[src/rtl/rr_arb_n.sv]
// ---------------------------------------------------------------------------
// rr_arb_n
// N-way round-robin AXI-Stream arbiter with weighted bursts and a source-ID
// sideband. Merges N_INPUTS slave streams onto one master stream. A winner
// may keep top priority for up to BURST consecutive transfer units. A unit
// is a whole packet (TLAST_ARB=1) or a single flit (TLAST_ARB=0).
//
// Ports:
//   clk, rst            rising-edge clock, synchronous active-high reset
//   s_TDATA/TVALID/     slave streams, stream i at [i*DATA_WIDTH +: DATA_WIDTH]
//   s_TLAST/s_TREADY    (at most one s_TREADY bit is high at a time)
//   o_TDATA/TVALID/     merged master stream
//   o_TLAST/o_TREADY
//   o_TID               index of the source stream of the current flit
//
// PIPE_STAGE=1 puts a 2-entry skid buffer on the output so that the upstream
// ready is a flop; PIPE_STAGE=0 gives a purely combinational output.
// ---------------------------------------------------------------------------
module rr_arb_n #(
    parameter int DATA_WIDTH = 32,
    parameter int N_INPUTS   = 4,
    parameter int TLAST_ARB  = 1,
    parameter int BURST      = 1,
    parameter int PIPE_STAGE = 1,
    localparam int IDW = (N_INPUTS > 2) ? $clog2(N_INPUTS) : 1
) (
    input  logic                           clk,
    input  logic                           rst,
    input  logic [N_INPUTS*DATA_WIDTH-1:0] s_TDATA,
    input  logic [N_INPUTS-1:0]            s_TVALID,
    output logic [N_INPUTS-1:0]            s_TREADY,
    input  logic [N_INPUTS-1:0]            s_TLAST,
    output logic [DATA_WIDTH-1:0]          o_TDATA,
    output logic                           o_TVALID,
    input  logic                           o_TREADY,
    output logic                           o_TLAST,
    output logic [IDW-1:0]                 o_TID
);
    localparam int              IW1      = IDW + 1;
    localparam int              ENTRY_W  = DATA_WIDTH + 1 + IDW;
    localparam logic [IDW-1:0]  LAST_IDX = IDW'(N_INPUTS - 1);

    logic [IDW-1:0]        ptr_q, ptr_d;
    logic                  lock_q, lock_d;
    logic [IDW-1:0]        sel_q, sel_d;
    logic [IDW-1:0]        last_win_q, last_win_d;
    logic [7:0]            cnt_q, cnt_d;

    logic [IDW-1:0]        grant;
    logic [IW1-1:0]        scan_idx;
    logic                  found;
    logic                  mux_valid;
    logic                  mux_last;
    logic [DATA_WIDTH-1:0] mux_data;
    logic                  int_ready;
    logic                  xfer;
    logic                  unit_end;
    logic [8:0]            burst_n;

    // Grant selection. When locked the held selection wins regardless of
    // valids; otherwise scan from ptr upward with an explicit wrap so that
    // non-power-of-2 N_INPUTS never indexes past the last stream.
    always_comb begin
        grant    = ptr_q;
        found    = 1'b0;
        scan_idx = '0;
        if (lock_q) begin
            grant = sel_q;
        end else begin
            for (int k = 0; k < N_INPUTS; k++) begin
                scan_idx = {1'b0, ptr_q} + IW1'(k);
                if (scan_idx >= IW1'(N_INPUTS)) begin
                    scan_idx = scan_idx - IW1'(N_INPUTS);
                end
                if (!found && s_TVALID[scan_idx[IDW-1:0]]) begin
                    found = 1'b1;
                    grant = scan_idx[IDW-1:0];
                end
            end
        end
    end

    // Data/valid/last mux and the one-hot upstream ready.
    always_comb begin
        mux_valid       = s_TVALID[grant];
        mux_last        = s_TLAST[grant];
        mux_data        = s_TDATA[grant*DATA_WIDTH +: DATA_WIDTH];
        s_TREADY        = '0;
        s_TREADY[grant] = int_ready;
        xfer            = mux_valid && int_ready;
        unit_end        = (TLAST_ARB != 0) ? mux_last : 1'b1;
    end

    // Arbitration state update. A stalled offer or an unfinished packet
    // freezes the selection; a finished unit either keeps the winner on top
    // (quota left) or passes priority to the next index.
    always_comb begin
        ptr_d      = ptr_q;
        lock_d     = lock_q;
        sel_d      = sel_q;
        last_win_d = last_win_q;
        cnt_d      = cnt_q;
        burst_n    = (grant == last_win_q) ? ({1'b0, cnt_q} + 9'd1) : 9'd1;
        if (mux_valid && !int_ready) begin
            lock_d = 1'b1;
            sel_d  = grant;
        end else if (xfer) begin
            if (!unit_end) begin
                lock_d = 1'b1;
                sel_d  = grant;
            end else begin
                lock_d     = 1'b0;
                last_win_d = grant;
                if (burst_n >= 9'(BURST)) begin
                    ptr_d = (grant == LAST_IDX) ? '0 : grant + IDW'(1);
                    cnt_d = 8'd0;
                end else begin
                    ptr_d = grant;
                    cnt_d = burst_n[7:0];
                end
            end
        end
    end

    // Arbitration state registers.
    always_ff @(posedge clk) begin
        if (rst) begin
            ptr_q      <= '0;
            lock_q     <= 1'b0;
            sel_q      <= '0;
            last_win_q <= '0;
            cnt_q      <= 8'd0;
        end else begin
            ptr_q      <= ptr_d;
            lock_q     <= lock_d;
            sel_q      <= sel_d;
            last_win_q <= last_win_d;
            cnt_q      <= cnt_d;
        end
    end

    generate
        if (PIPE_STAGE != 0) begin : g_skid
            logic [ENTRY_W-1:0] mem_q [2];
            logic [ENTRY_W-1:0] mem_d [2];
            logic               wr_q, wr_d;
            logic               rd_q, rd_d;
            logic [1:0]         count_q, count_d;
            logic               ready_q, ready_d;
            logic               push, pop;

            // Two-entry skid FIFO. Upstream ready is registered from the
            // next occupancy, so it never depends on same-cycle o_TREADY,
            // yet one push and one pop per cycle keep full throughput.
            always_comb begin
                push  = mux_valid && ready_q;
                pop   = (count_q != 2'd0) && o_TREADY;
                mem_d = mem_q;
                if (push) begin
                    mem_d[wr_q] = {mux_data, mux_last, grant};
                end
                wr_d    = wr_q ^ push;
                rd_d    = rd_q ^ pop;
                count_d = count_q + {1'b0, push} - {1'b0, pop};
                ready_d = (count_d != 2'd2);
            end

            // Skid control registers; ready stays low through reset and the
            // first cycle after it.
            always_ff @(posedge clk) begin
                if (rst) begin
                    wr_q    <= 1'b0;
                    rd_q    <= 1'b0;
                    count_q <= 2'd0;
                    ready_q <= 1'b0;
                end else begin
                    wr_q    <= wr_d;
                    rd_q    <= rd_d;
                    count_q <= count_d;
                    ready_q <= ready_d;
                end
            end

            // Payload storage needs no reset: it is ignored while empty.
            always_ff @(posedge clk) begin
                mem_q <= mem_d;
            end

            assign int_ready                 = ready_q;
            assign o_TVALID                  = (count_q != 2'd0);
            assign {o_TDATA, o_TLAST, o_TID} = mem_q[rd_q];
        end else begin : g_comb
            assign int_ready = o_TREADY;
            assign o_TVALID  = mux_valid;
            assign o_TDATA   = mux_data;
            assign o_TLAST   = mux_last;
            assign o_TID     = grant;
        end
    endgenerate

endmodule

[config.mk]
export PLATFORM = sky130hd
export DESIGN_NAME = rr_arb_n
export DESIGN_NICKNAME = d
export VERILOG_FILES = /design/src/rtl/rr_arb_n.sv
export SDC_FILE = /design/constraint.sdc
export NUM_CORES = 1
export LEC_CHECK = 0
export ABC_CLOCK_PERIOD_IN_PS = 3100
export BUFFER_PORTS_ARGS = -buffer_cell sky130_fd_sc_hd__buf_4
export CAP_MARGIN = 20
export CORE_MARGIN = 2
export CORE_UTILIZATION = 45
export DETAILED_ROUTE_END_ITERATION = 8
export PLACE_DENSITY = 0.77
export SLEW_MARGIN = 20
export SYNTH_ARGS = -nofsm -noshare
export SYNTH_HDL_FRONTEND = slang
export SYNTH_SLANG_ARGS = --single-unit
[constraint.sdc]
create_clock -name clk -period 3.1 [get_ports clk]
set_input_delay 0.775 -clock clk [delete_from_list [all_inputs] [get_ports clk]]
set_output_delay 0.775 -clock clk [all_outputs]
set_load 0.01 [all_outputs]
* After elaboration in Yosys (flattened, before gate mapping) *
Cells that the tools add are included.

operators by class
  add/sub/neg operators = 11
  $lt $le $gt $ge = 14
  equal/unequal tests = 4
  shift operators = 1
  muxes and demuxes = 49
  bitwise gates (word level) = 6
  reduce and logical (&&, ||, !) cells = 16

operator list
  cell                                                         number
  two-way mux 35 bit                                           4
  variable part select 128 x 8 -> 32 bit                       1
  bitwise mux 70 bit                                           1
  two-way mux 2 bit                                            18
  demux 35 bit (select 1 bit)                                  1
  two-way mux 1 bit                                            16
  less-than comparator 2 x 3 -> 1 bit (second input constant)  5
  binary-select mux 1 bit (select 2 bit)                       6
  adder 8 x 1 -> 9 bit (second input constant)                 1
  >= comparator 3 bit (second input constant)                  3
  >= comparator 9 x 1 -> 1 bit (second input constant)         1
  two-way mux 9 bit                                            1
  logical AND 1 bit                                            8
  two-way mux 8 bit                                            1
  subtractor 2 x 1 -> 2 bit (second input constant)            4
  adder 2 x 2 -> 3 bit (second input constant)                 2
  bitwise AND 4 bit                                            1
  >= comparator 2 bit (second input constant)                  2
  logical NOT 1 bit                                            4
  NOT 1 -> 2 bit                                               2
  nonzero test 2 bit                                           2
  adder 2 x 1 -> 3 bit (second input constant)                 1
  >= comparator 2 x 3 -> 1 bit (second input constant)         1
  AND reduction 3 bit                                          1
  13 further kinds                                             14

word-level totals
  bits in registers = 90
  output and inout port bits = 40
  logic and storage cells = 112

* Longest topological paths before layout *
Gate-level depths: netlist of run 1.

  depth after elaboration = 25
  mapped depth = 14
  depth with buffers taken out = 14

* Least setup slack after synthesis of run 1 *
Ideal clock, no wire load.

  path type = input-to-reg
  from = in s_TVALID[2]
  to = reg g_skid.mem_q[0] (netlist name), enable pin
  setup time = 396 ps
  data arrival time = 2,933 ps
  required time = 2,704 ps
  path slack = -228 ps
  stages on the path = 7
  path buffers = 0
  path through = or3b_1 > a21oi_2 > o21ai_4 > nand2_4 > a211oi_1 > nor3_1 > ha_1

on the way
  cells in the longest elaborated chain, start to end = 19
  elaborated cells on any way between the ends = 28

ends and longest elaborated chain
  what                                       RTL line  text
  from (decl)                                30        input logic [N_INPUTS-1:0] s_TVALID,
  binary-select mux 1 bit (select 2 bit)     75        if (!found && s_TVALID[scan_idx[IDW-1:0]]) begin
  two-way mux 1 bit (not written as such)    75
  two-way mux 1 bit                          75
  two-way mux 1 bit                          67        if (lock_q) begin
  logical NOT 1 bit                          75
  logical AND 1 bit                          75
  two-way mux 1 bit                          75
  two-way mux 1 bit                          67
  (+3 left out)                              -
  two-way mux 1 bit                          67
  logical NOT 1 bit                          75
  logical AND 1 bit                          75
  two-way mux 2 bit                          75
  two-way mux 2 bit                          67
  binary-select mux 1 bit (select 2 bit) *   85        mux_valid = s_TVALID[grant];
  two-way mux 1 bit (not written as such) *  85
  logical AND 1 bit *                        156       push = mux_valid && ready_q;
  to (signal assigned)                       186       mem_q <= mem_d;
  to (decl)                                  144       logic [ENTRY_W-1:0] mem_q [2];

Every way passes the cells marked *; elsewhere a longest branch is shown, timed or not. The select of a mux whose other input is x is not followed.
A chain may end at the register's enable or synchronous reset.

* Worst setup path in the final report of run 1 *
  from = in s_TVALID[0]
  to = out s_TREADY[1]

on the way
  cells in the longest elaborated chain, start to end = 21
  elaborated cells on any way between the ends = 31

ends and longest elaborated chain
  what                                                                                                              RTL line  text
  binary-select mux 1 bit (select 2 bit)                                                                            75
  two-way mux 1 bit (not written as such)                                                                           75
  two-way mux 1 bit                                                                                                 75
  two-way mux 1 bit                                                                                                 67
  logical NOT 1 bit                                                                                                 75
  logical AND 1 bit                                                                                                 75
  two-way mux 1 bit                                                                                                 75
  two-way mux 1 bit                                                                                                 67
  (+5 left out)                                                                                                     -
  logical AND 1 bit                                                                                                 75
  two-way mux 2 bit *                                                                                               75
  two-way mux 2 bit *                                                                                               67
  less-than comparator 2 x 3 -> 1 bit (not written as such) / >= comparator 2 x 1 -> 1 bit (equally long branches)  89        s_TREADY[grant] = int_ready;
  logical AND 1 bit (not written as such)                                                                           89
  two-way mux 1 bit (not written as such)                                                                           89
  demux 1 bit (select 2 bit) *                                                                                      89
  bitwise AND 4 bit (no source line) *                                                                              -
  to (decl)                                                                                                         31        output logic [N_INPUTS-1:0] s_TREADY,

Marked as above.

==> flow_summary.ini, run 1 <==
[status]
status = finished clean

[global_routing]
overflow = 0
grt_pass1_wl_microns = 18900
antenna_found_initial = 0
grt_max_degree = 43
grt_pass1_vias = 3958
track_usage_pct = 20.8

[synth]
synth.top_cell.area_share_pct = 43.7
async_reset_ff_share_pct = 0
synth_compound_area_share_pct = 9.67
synthAdderAreaFrac_pct = 2.34
synth_seq_area_share_pct = 52.0
synth_seq_cells = 90
synth_cell_types = 46
synth.net_count = 583
synth_xor_area_share_pct = 1.27
synth-edff-count = 70
netlist_area_sq_um = 4810
synthTopCellsByCount = nand2_1 (72), edfxtp_1 (70), mux2_2 (68)
synth.mux.area_fraction_pct = 17.2
synth-simple-area-share_pct = 14.7
yosysTopAreaCell = edfxtp_1
synthesis.instances = 435
synth.area.top_cells = edfxtp_1 (44%), mux2_2 (16%), dfxtp_1 (8.3%)
yosysMostFrequentCell = nand2_1
synth_top_family_by_area = multiplexers
postSynthAreaPerCell_sq_um = 11.1
yosys_most_used_dff = edfxtp_1
yosys_warnings = 0

[timing]
setup_ws_ps = 17.6
hold_viol = 0
finalSetupViolations = 0
clock.fmax_mhz = 324
period_minus_slack_ps = 3080
min_period_over_period_pct = 99.4
slew_viol_final = 0
finalClockSkew_ps = 7.72
maxSlewHeadroom_pct = 62.9
worst-slew-pin-transition_ps = 556

[layout]
fillers = 823
drive_gt1_share_pct = 49.5
final_nets = 779
antennaDiodeCount = 0
syn_to_final_growth_pct = 40.1

[route]
dr_total_vias = 4094
wire_per_inst_microns = 16.3
ant_nets = 0
drc_errors = 0
detail_route.vias_per_cell = 5.30
drt-initial-drc-count = 210
drt-total-wl_microns = 12600
dr.pass1.iters = 4

[power_and_ir_drop]
power.total_mw = 4.65
powerDensity_nw_per_um2 = 690
p_leak_nw = 2.79
max-vdd-ir-drop_uv = 379

[floorplan]
fp.coreArea_sq_um = 10400
num_rows = 37
fp.dieW_microns = 107
start_util_pct = 46.4
dieArea_sq_um = 11500
die_h_microns = 107
io_pins = 179

[worst_setup_path]
end_kind = primary output
crit_fanout = 5
critPathKind = in2out
cp.arrival_ps = 2310
cp.required_ps = 2320
crit_path_start_kind = primary input

[cts]
clock_path_buffers = 2
cts_tree = yes
insertion_delay_ps = 350
holdBufCountCts = 0
htreeDepth = 3
cts_made_buffers = 9
path_clk_slew_ps = 100
ctsRootBufferMaster = clkbuf_8
cts.sink_count = 90

[flow_run]
max-cap-violations = 0

[placement]
io_buffers = 178
hpwlAfterDp_microns = 9480
dpl_worst_slack_ps = -149
gp_congestion = 0.950

[worst_hold_path]
hold_class = reg2reg
[path summary, 6_finish.rpt]
| path | startpoint | to | slack [ps] | depth (start not counted) |
|---|---|---|---|---|
| worst max-delay path | s_TVALID[0] | s_TREADY[1] | 20 | 10 |
| worst min-delay path | sel_q[1] | sel_q[1] | 490 | 2 |
| worst max register to register | ptr_q[0] | g_skid.ready_q | 300 | 15 |
| worst min register to register | sel_q[1] | sel_q[1] | 490 | 2 |
[critical path, cell delays in order]
cell and delay, ps:
buf_4 110, buf_4 140, nor2_1 120, a221oi_1 110, o31a_1 300, buf_4 160, buf_4 130, ha_1 160
and2_1 150, buf_4 140
[registers in the layout, indices dropped and copies added, names as in the netlist]
name            count
g_skid.ready_q      1
lock_q              1
g_skid.count_q      2
last_win_q          2
cnt_q               8
sel_q               2
g_skid.rd_q         1
g_skid.wr_q         1
ptr_q               2
g_skid.mem_q       70
[stage by stage]
step	util, %	cells	hold slack, ps	setup TNS [ps]	instance area [sq um]
5_1_grt	65.0	772	503	-107	6740
3_5_place_dp	62.4	751	472	-338	6470
3_3_place_gp	62.4	751	454	-35.8	6470
6_report	65.0	772	493	0	6740
4_1_cts	64.4	768	488	0	6680
2_1_floorplan	-	435	435	-15990	4810
[where the power goes]
| part | leakage, nW | internal, mW | total (mW) | switching (mW) |
|---|---|---|---|---|
| combinational | 1.88 | 1.06 | 2.09 | 1.03 |
| sequential | 0.803 | 1.66 | 1.79 | 0.131 |
| clock | 0.101 | 0.316 | 0.769 | 0.453 |
| total | 2.79 | 3.04 | 4.65 | 1.61 |
[what timing repair did]
item / CTS / global route
hold endpoints to repair: 0 / 0
pin swaps: 2 / 2
setup endpoints to repair: 4 / 6
resized for setup: 1 / 8
setup buffers: 1 / 5
[routing by layer]
layer	share of wire [%]	GRT usage, %	routed length [microns]	up-vias
met5	0	0	0	-
met4	2.3	7.60	294	0
met3	6.7	4.12	838	26
met2	51	37.7	6420	165
met1	40	24.3	5030	1931
li1	-	-	-	1972
[kinds of logic (layout without fill, tap and decap cells)]
group	count (synthesis)	in the layout
AO/OA/AOI/OAI	65	65
XOR/XNOR	7	7
adder cells (fa/ha/maj)	9	9
buffers and inverters	34	235
flip-flops	90	90
multiplexers	73	73
AND/OR/NAND/NOR	157	157
[final cells by class]
| class | count | area [sq um] | share of cell area [%] |
|---|---|---|---|
| Clock buffer | 9 | 124 | 1.84 |
| Sequential cell | 90 | 2500 | 37.1 |
| Timing Repair Buffer | 208 | 1620 | 24.0 |
| Inverter | 11 | 42.5 | 0.631 |
| Clock inverter | 7 | 73.8 | 1.09 |
| Multi-Input combinational cell | 311 | 2210 | 32.8 |
| Tap cell | 136 | 170 | 2.52 |
[layout by cell type (no fill, tap or decap), types with 8 or more instances in the layout]
| cell | n |
|---|---|
| a31oi_1 | 34 |
| and2_1 | 18 |
| buf_4 | 202 |
| clkbuf_8 | 9 |
| dfxtp_1 | 19 |
| edfxtp_1 | 70 |
| inv_1 | 8 |
| mux2_2 | 68 |
| nand2_1 | 72 |
| nor2_1 | 41 |
Note: power is estimated with default switching activity, not from simulation.
==> run 2: changes to the inputs <==
Settings changed: ABC_CLOCK_PERIOD_IN_PS 3100 to 3300, CORE_UTILIZATION 45 to 50, PLACE_DENSITY 0.77 to 0.81.
Clock period 3.1 ns to 3.3 ns, I/O delays scaled along.
==> run 2 against run 1 <==
  * Total power down 7.7%
  * Utilization up 6.3 points
  * Sequential share of layout area up 0.67 points
  * Register-to-register slack better by 150 ps
  * Largest cell class unchanged
  * Die area down 9.6%
  * Clock power down 5.2%
==> flow_summary.ini, run 2 (synthesis results as in run 1) <==
[status]
status = finished clean

[global_routing]
overflow = 0
grt_pass1_vias = 3882
grt_max_degree = 49
grt_pass1_wl_microns = 18400
track_usage_pct = 23.0
antenna_found_initial = 0

[cts]
holdBufCountCts = 0
clock_path_buffers = 2
cts.sink_count = 90
insertion_delay_ps = 340
cts_made_buffers = 9
cts_tree = yes
htreeDepth = 3
ctsRootBufferMaster = clkbuf_8
path_clk_slew_ps = 80

[timing]
worst-slew-pin-transition_ps = 499
period_minus_slack_ps = 3190
slew_viol_final = 0
min_period_over_period_pct = 96.8
clock.fmax_mhz = 313
rsz0062_at_grt = no
maxSlewHeadroom_pct = 66.7
finalSetupTns_ps = 0
finalClockSkew_ps = 14.0
hold_viol = 0
finalSetupViolations = 0

[power_and_ir_drop]
power.total_mw = 4.29
power_switching_mw = 1.44
max-vdd-ir-drop_uv = 435
p_int_mw = 2.86
swShare_pct = 33.4
powerDensity_nw_per_um2 = 648
p_leak_nw = 2.74
seqPwrFrac_pct = 38.3
combPwrFrac_pct = 44.7
p_clk_share_pct = 17.0

[worst_setup_path]
critPathKind = in2out
end_kind = primary output
cp.arrival_ps = 2370
crit_path_start_kind = primary input
crit_fanout = 5
regToRegStartpoint = ptr_q[0]
cp.required_ps = 2470
startpoint = s_TVALID[0]

[layout]
regMostFlops = g_skid.mem_q
final_common_cell = buf_4
drive_gt1_share_pct = 47.9
largestRegisters = g_skid.mem_q: 70 flops, cnt_q: 8 flops
mostFrequentLayoutCells = buf_4 (200), nand2_1 (72), edfxtp_1 (70)
fillers = 711
antennaDiodeCount = 0
largest_reg_flops = 70
final_nets = 773
syn_to_final_growth_pct = 37.6

[placement]
gp_congestion = 0.978
io_buffers = 178
hpwlAfterDp_microns = 9070

[floorplan]
fp.dieW_microns = 102
die_h_microns = 102
fp.coreArea_sq_um = 9280
io_pins = 179
start_util_pct = 51.8
dieArea_sq_um = 10400
num_rows = 35

[worst_hold_path]
hp-start = sel_q[0]
hold_class = reg2reg

[route]
dr.pass1.iters = 4
wire_per_inst_microns = 16.1
drt-initial-drc-count = 164
drt-total-wl_microns = 12200
drc_errors = 0
dr_total_vias = 4000
detail_route.vias_per_cell = 5.27
ant_nets = 0

[flow_run]
max-cap-violations = 0
run 2: final timing paths:
check,endpoint,slack (ps),cells past startpoint
setup / recovery,s_TREADY[3],110,10
hold / removal,sel_q[0],490,2
setup reg to reg,g_skid.ready_q,450,15
hold reg to reg,sel_q[0],490,2
run 2: timing repair:
action / CTS / global route
setup buffers: 0 / 1
setup endpoints to repair: 0 / 2
resized for setup: 0 / 1
run 2: metal layers:
| layer | vias to the layer above | part of all wire [%] | GRT usage [%] |
|---|---|---|---|
| met5 | - | 0 | 0 |
| met4 | 0 | 1.4 | 7.08 |
| met3 | 14 | 6.9 | 5.34 |
| met2 | 141 | 51 | 41.6 |
| met1 | 1888 | 40 | 27.2 |
| li1 | 1957 | - | - |
run 2: final cells by class:
cell class              instances  area, sq um  share of cell area, %
inverters                      11         45.0                  0.680
repair buffers                202         1540                   23.3
flip-flops and latches         90         2500                   37.8
clock inverters                 6         63.8                  0.963
well taps                     129          161                   2.44
clock buffers                  10          128                   1.93
multi-input cells             311         2180                   32.9
run 2: metrics by stage:
step	cells	instance area (sq um)	setup slack, ps	hold slack, ps	utilization [%]
finish	759	6620	106	487	71.3
global route	759	6620	31.9	499	71.3
CTS	758	6610	78.4	484	71.2
detailed placement	742	6420	-55.7	474	69.2
global placement	742	6420	31.6	453	69.2
floorplan	435	4810	-78.5	435	-
run 2: power groups by stage:
stage	Clock, mW	Sequential, mW	Combinational, mW
2_1_floorplan	0	1.63	1.14
3_3_place_gp	0	1.66	1.89
3_5_place_dp	0	1.67	1.92
4_1_cts	0.744	1.65	1.93
5_1_grt	0.792	1.67	2.10
6_report	0.729	1.65	1.92
run 2: critical path, cell delays in order:
cell,delay (ps)
buf_4,80
buf_4,120
nor2_1,40
a221oi_1,350
o31a_1,280
inv_2,60
buf_4,150
ha_1,170
and2_1,150
buf_4,140
==> run 3: changes to the inputs <==
Settings changed: ABC_CLOCK_PERIOD_IN_PS 3300 to 3000.
Clock period 3.3 ns to 3 ns, I/O delays scaled along.
==> run 3 against run 2 <==
  * Register-to-register slack got worse by 250 ps
  * Count of clock-buffer cells in the layout increased by 1
  * Flip-flop and latch count unchanged
  * Non-clock buffer count increased by 7
  * Die area unchanged
  * Via count increased by 0.80%
  * Largest power group unchanged
==> flow_summary.ini, run 3 (synthesis results as in run 1) <==
[status]
status = finished clean

[worst_setup_path]
critPathSlowestCell = o31a_1
end_kind = primary output
path_buf_inv = 5
cp.required_ps = 2250
crit_path_frequent_cell = buf_4
critPathTopFamily = buffers and inverters
critPathKind = in2out
worstPathCellList = buf_4 -> buf_4 -> nor2_2 -> a221oi_2 -> o31a_1 -> inv_2 -> buf_6 -> ha_1 -> and2_1 -> buf_4
crit_path_start_kind = primary input
slowest_delay_ps = 330
cp.arrival_ps = 2210
crit_fanout = 8

[placement]
gp_congestion = 0.851
hpwlAfterDp_microns = 9210
io_buffers = 178
placed_cell_area_sq_um = 6490

[layout]
largestRegisters = g_skid.mem_q: 70 flops, cnt_q: 8 flops
drive_gt1_share_pct = 49.0
syn_to_final_growth_pct = 39.2
regMostFlops = g_skid.mem_q
largest_reg_flops = 70
mostFrequentLayoutCells = buf_4 (203), nand2_1 (72), edfxtp_1 (70)
finish.instance_area_sq_um = 6700
antennaDiodeCount = 0
final_nets = 780
final_common_cell = buf_4

[timing]
maxSlewHeadroom_pct = 71.7
hold_viol = 0
min_period_over_period_pct = 98.7
slew_viol_final = 0
clock.fmax_mhz = 338
finalSetupTns_ps = 0
worst-slew-pin-transition_ps = 425
fin_hold_ws_ps = 507
finalClockSkew_ps = 15.9
finalSetupViolations = 0
period_minus_slack_ps = 2960

[route]
drc_errors = 0
wire_per_inst_microns = 16.0
dr.pass1.iters = 4
ant_nets = 0
drt-total-wl_microns = 12200
detail_route.vias_per_cell = 5.26
dr_total_vias = 4032
drt-initial-drc-count = 182

[power_and_ir_drop]
p_leak_nw = 2.77
max-vdd-ir-drop_uv = 394
power.total_mw = 4.69
powerDensity_nw_per_um2 = 701

[cts]
cts_made_buffers = 9
path_clk_slew_ps = 70
cts_tree = yes
cts.sink_count = 90
htreeDepth = 3
ctsRootBufferMaster = clkbuf_8
holdBufCountCts = 0
clock_path_buffers = 2
insertion_delay_ps = 350

[floorplan]
start_util_pct = 51.8
die_h_microns = 102
io_pins = 179
dieArea_sq_um = 10400
num_rows = 35
fp.dieW_microns = 102
fp.coreArea_sq_um = 9280

[global_routing]
overflow = 0
antenna_found_initial = 0
grt_max_degree = 36
track_usage_pct = 22.4
grt_pass1_vias = 3772
grt_pass1_wl_microns = 18000

[flow_run]
max-cap-violations = 0

[worst_hold_path]
hold_class = reg2reg
[run 3: cell types whose count changed in the layout (fill, tap and decap cells not counted), sizes merged]
| cell | change |
|---|---|
| clkinvlp | +1 |
| inv | +1 |
| bufinv | -1 |
| clkbuf | +1 |
| clkinv | -2 |
| buf | +7 |
[run 3: worst paths after layout]
kind                     from        endpoint  slack [ps]  depth (start not counted)
hold / removal       sel_q[1]        sel_q[1]         510                          2
setup / recovery  s_TVALID[1]     s_TREADY[3]          40                         10
setup reg to reg     ptr_q[1]  g_skid.ready_q         200                         15
hold reg to reg      sel_q[1]        sel_q[1]         510                          2
[run 3: through the flow]
stage | util, % | instances | setup WS (ps)
after floorplan | - | 435 | -283
after global placement | 69.9 | 747 | -90.0
after detailed placement | 69.9 | 747 | -169
after CTS | 71.9 | 764 | 14.3
after global routing | 72.2 | 766 | -10.4
final | 72.2 | 766 | 39.8
[run 3: what timing repair did]
action	in CTS	in global routing
resized for setup	2	4
setup endpoints to repair	3	3
buffers inserted	1	2
gates cloned	0	0
pin swaps	2	3
[run 3: layer usage]
layer	track usage (%)	routed length, microns
met5	0	0
met4	9.23	334
met1	27.5	4880
met2	39.5	6270
met3	3.56	765
[run 3: cell type report]
class	instances	area, sq um
fill	688	2580
multi-input combinational	311	2190
inverter	11	43.8
sequential	90	2500
tap	129	161
timing repair buffer	209	1630
clock buffer	11	131
clock inverter	5	37.5
[run 3: worst register-to-register path, stage by stage (launching register included)]
cell and delay (ps):
dfxtp_1 470, o21ai_0 160, a221oi_2 260, o31a_1 230, buf_4 130, buf_4 90
a211oi_2 40, nor3_1 270, inv_1 80, ha_1 280, inv_1 60, ha_1 160
xor2_1 200, xnor2_1 170, nor2_1 60, nor2_1 70
[run 3: report_power, final]
part,switching (mW),internal (mW),leakage (nW)
combinational,1.08,1.08,1.89
sequential,0.0977,1.71,0.803
clock,0.418,0.306,0.0765
total,1.60,3.10,2.77
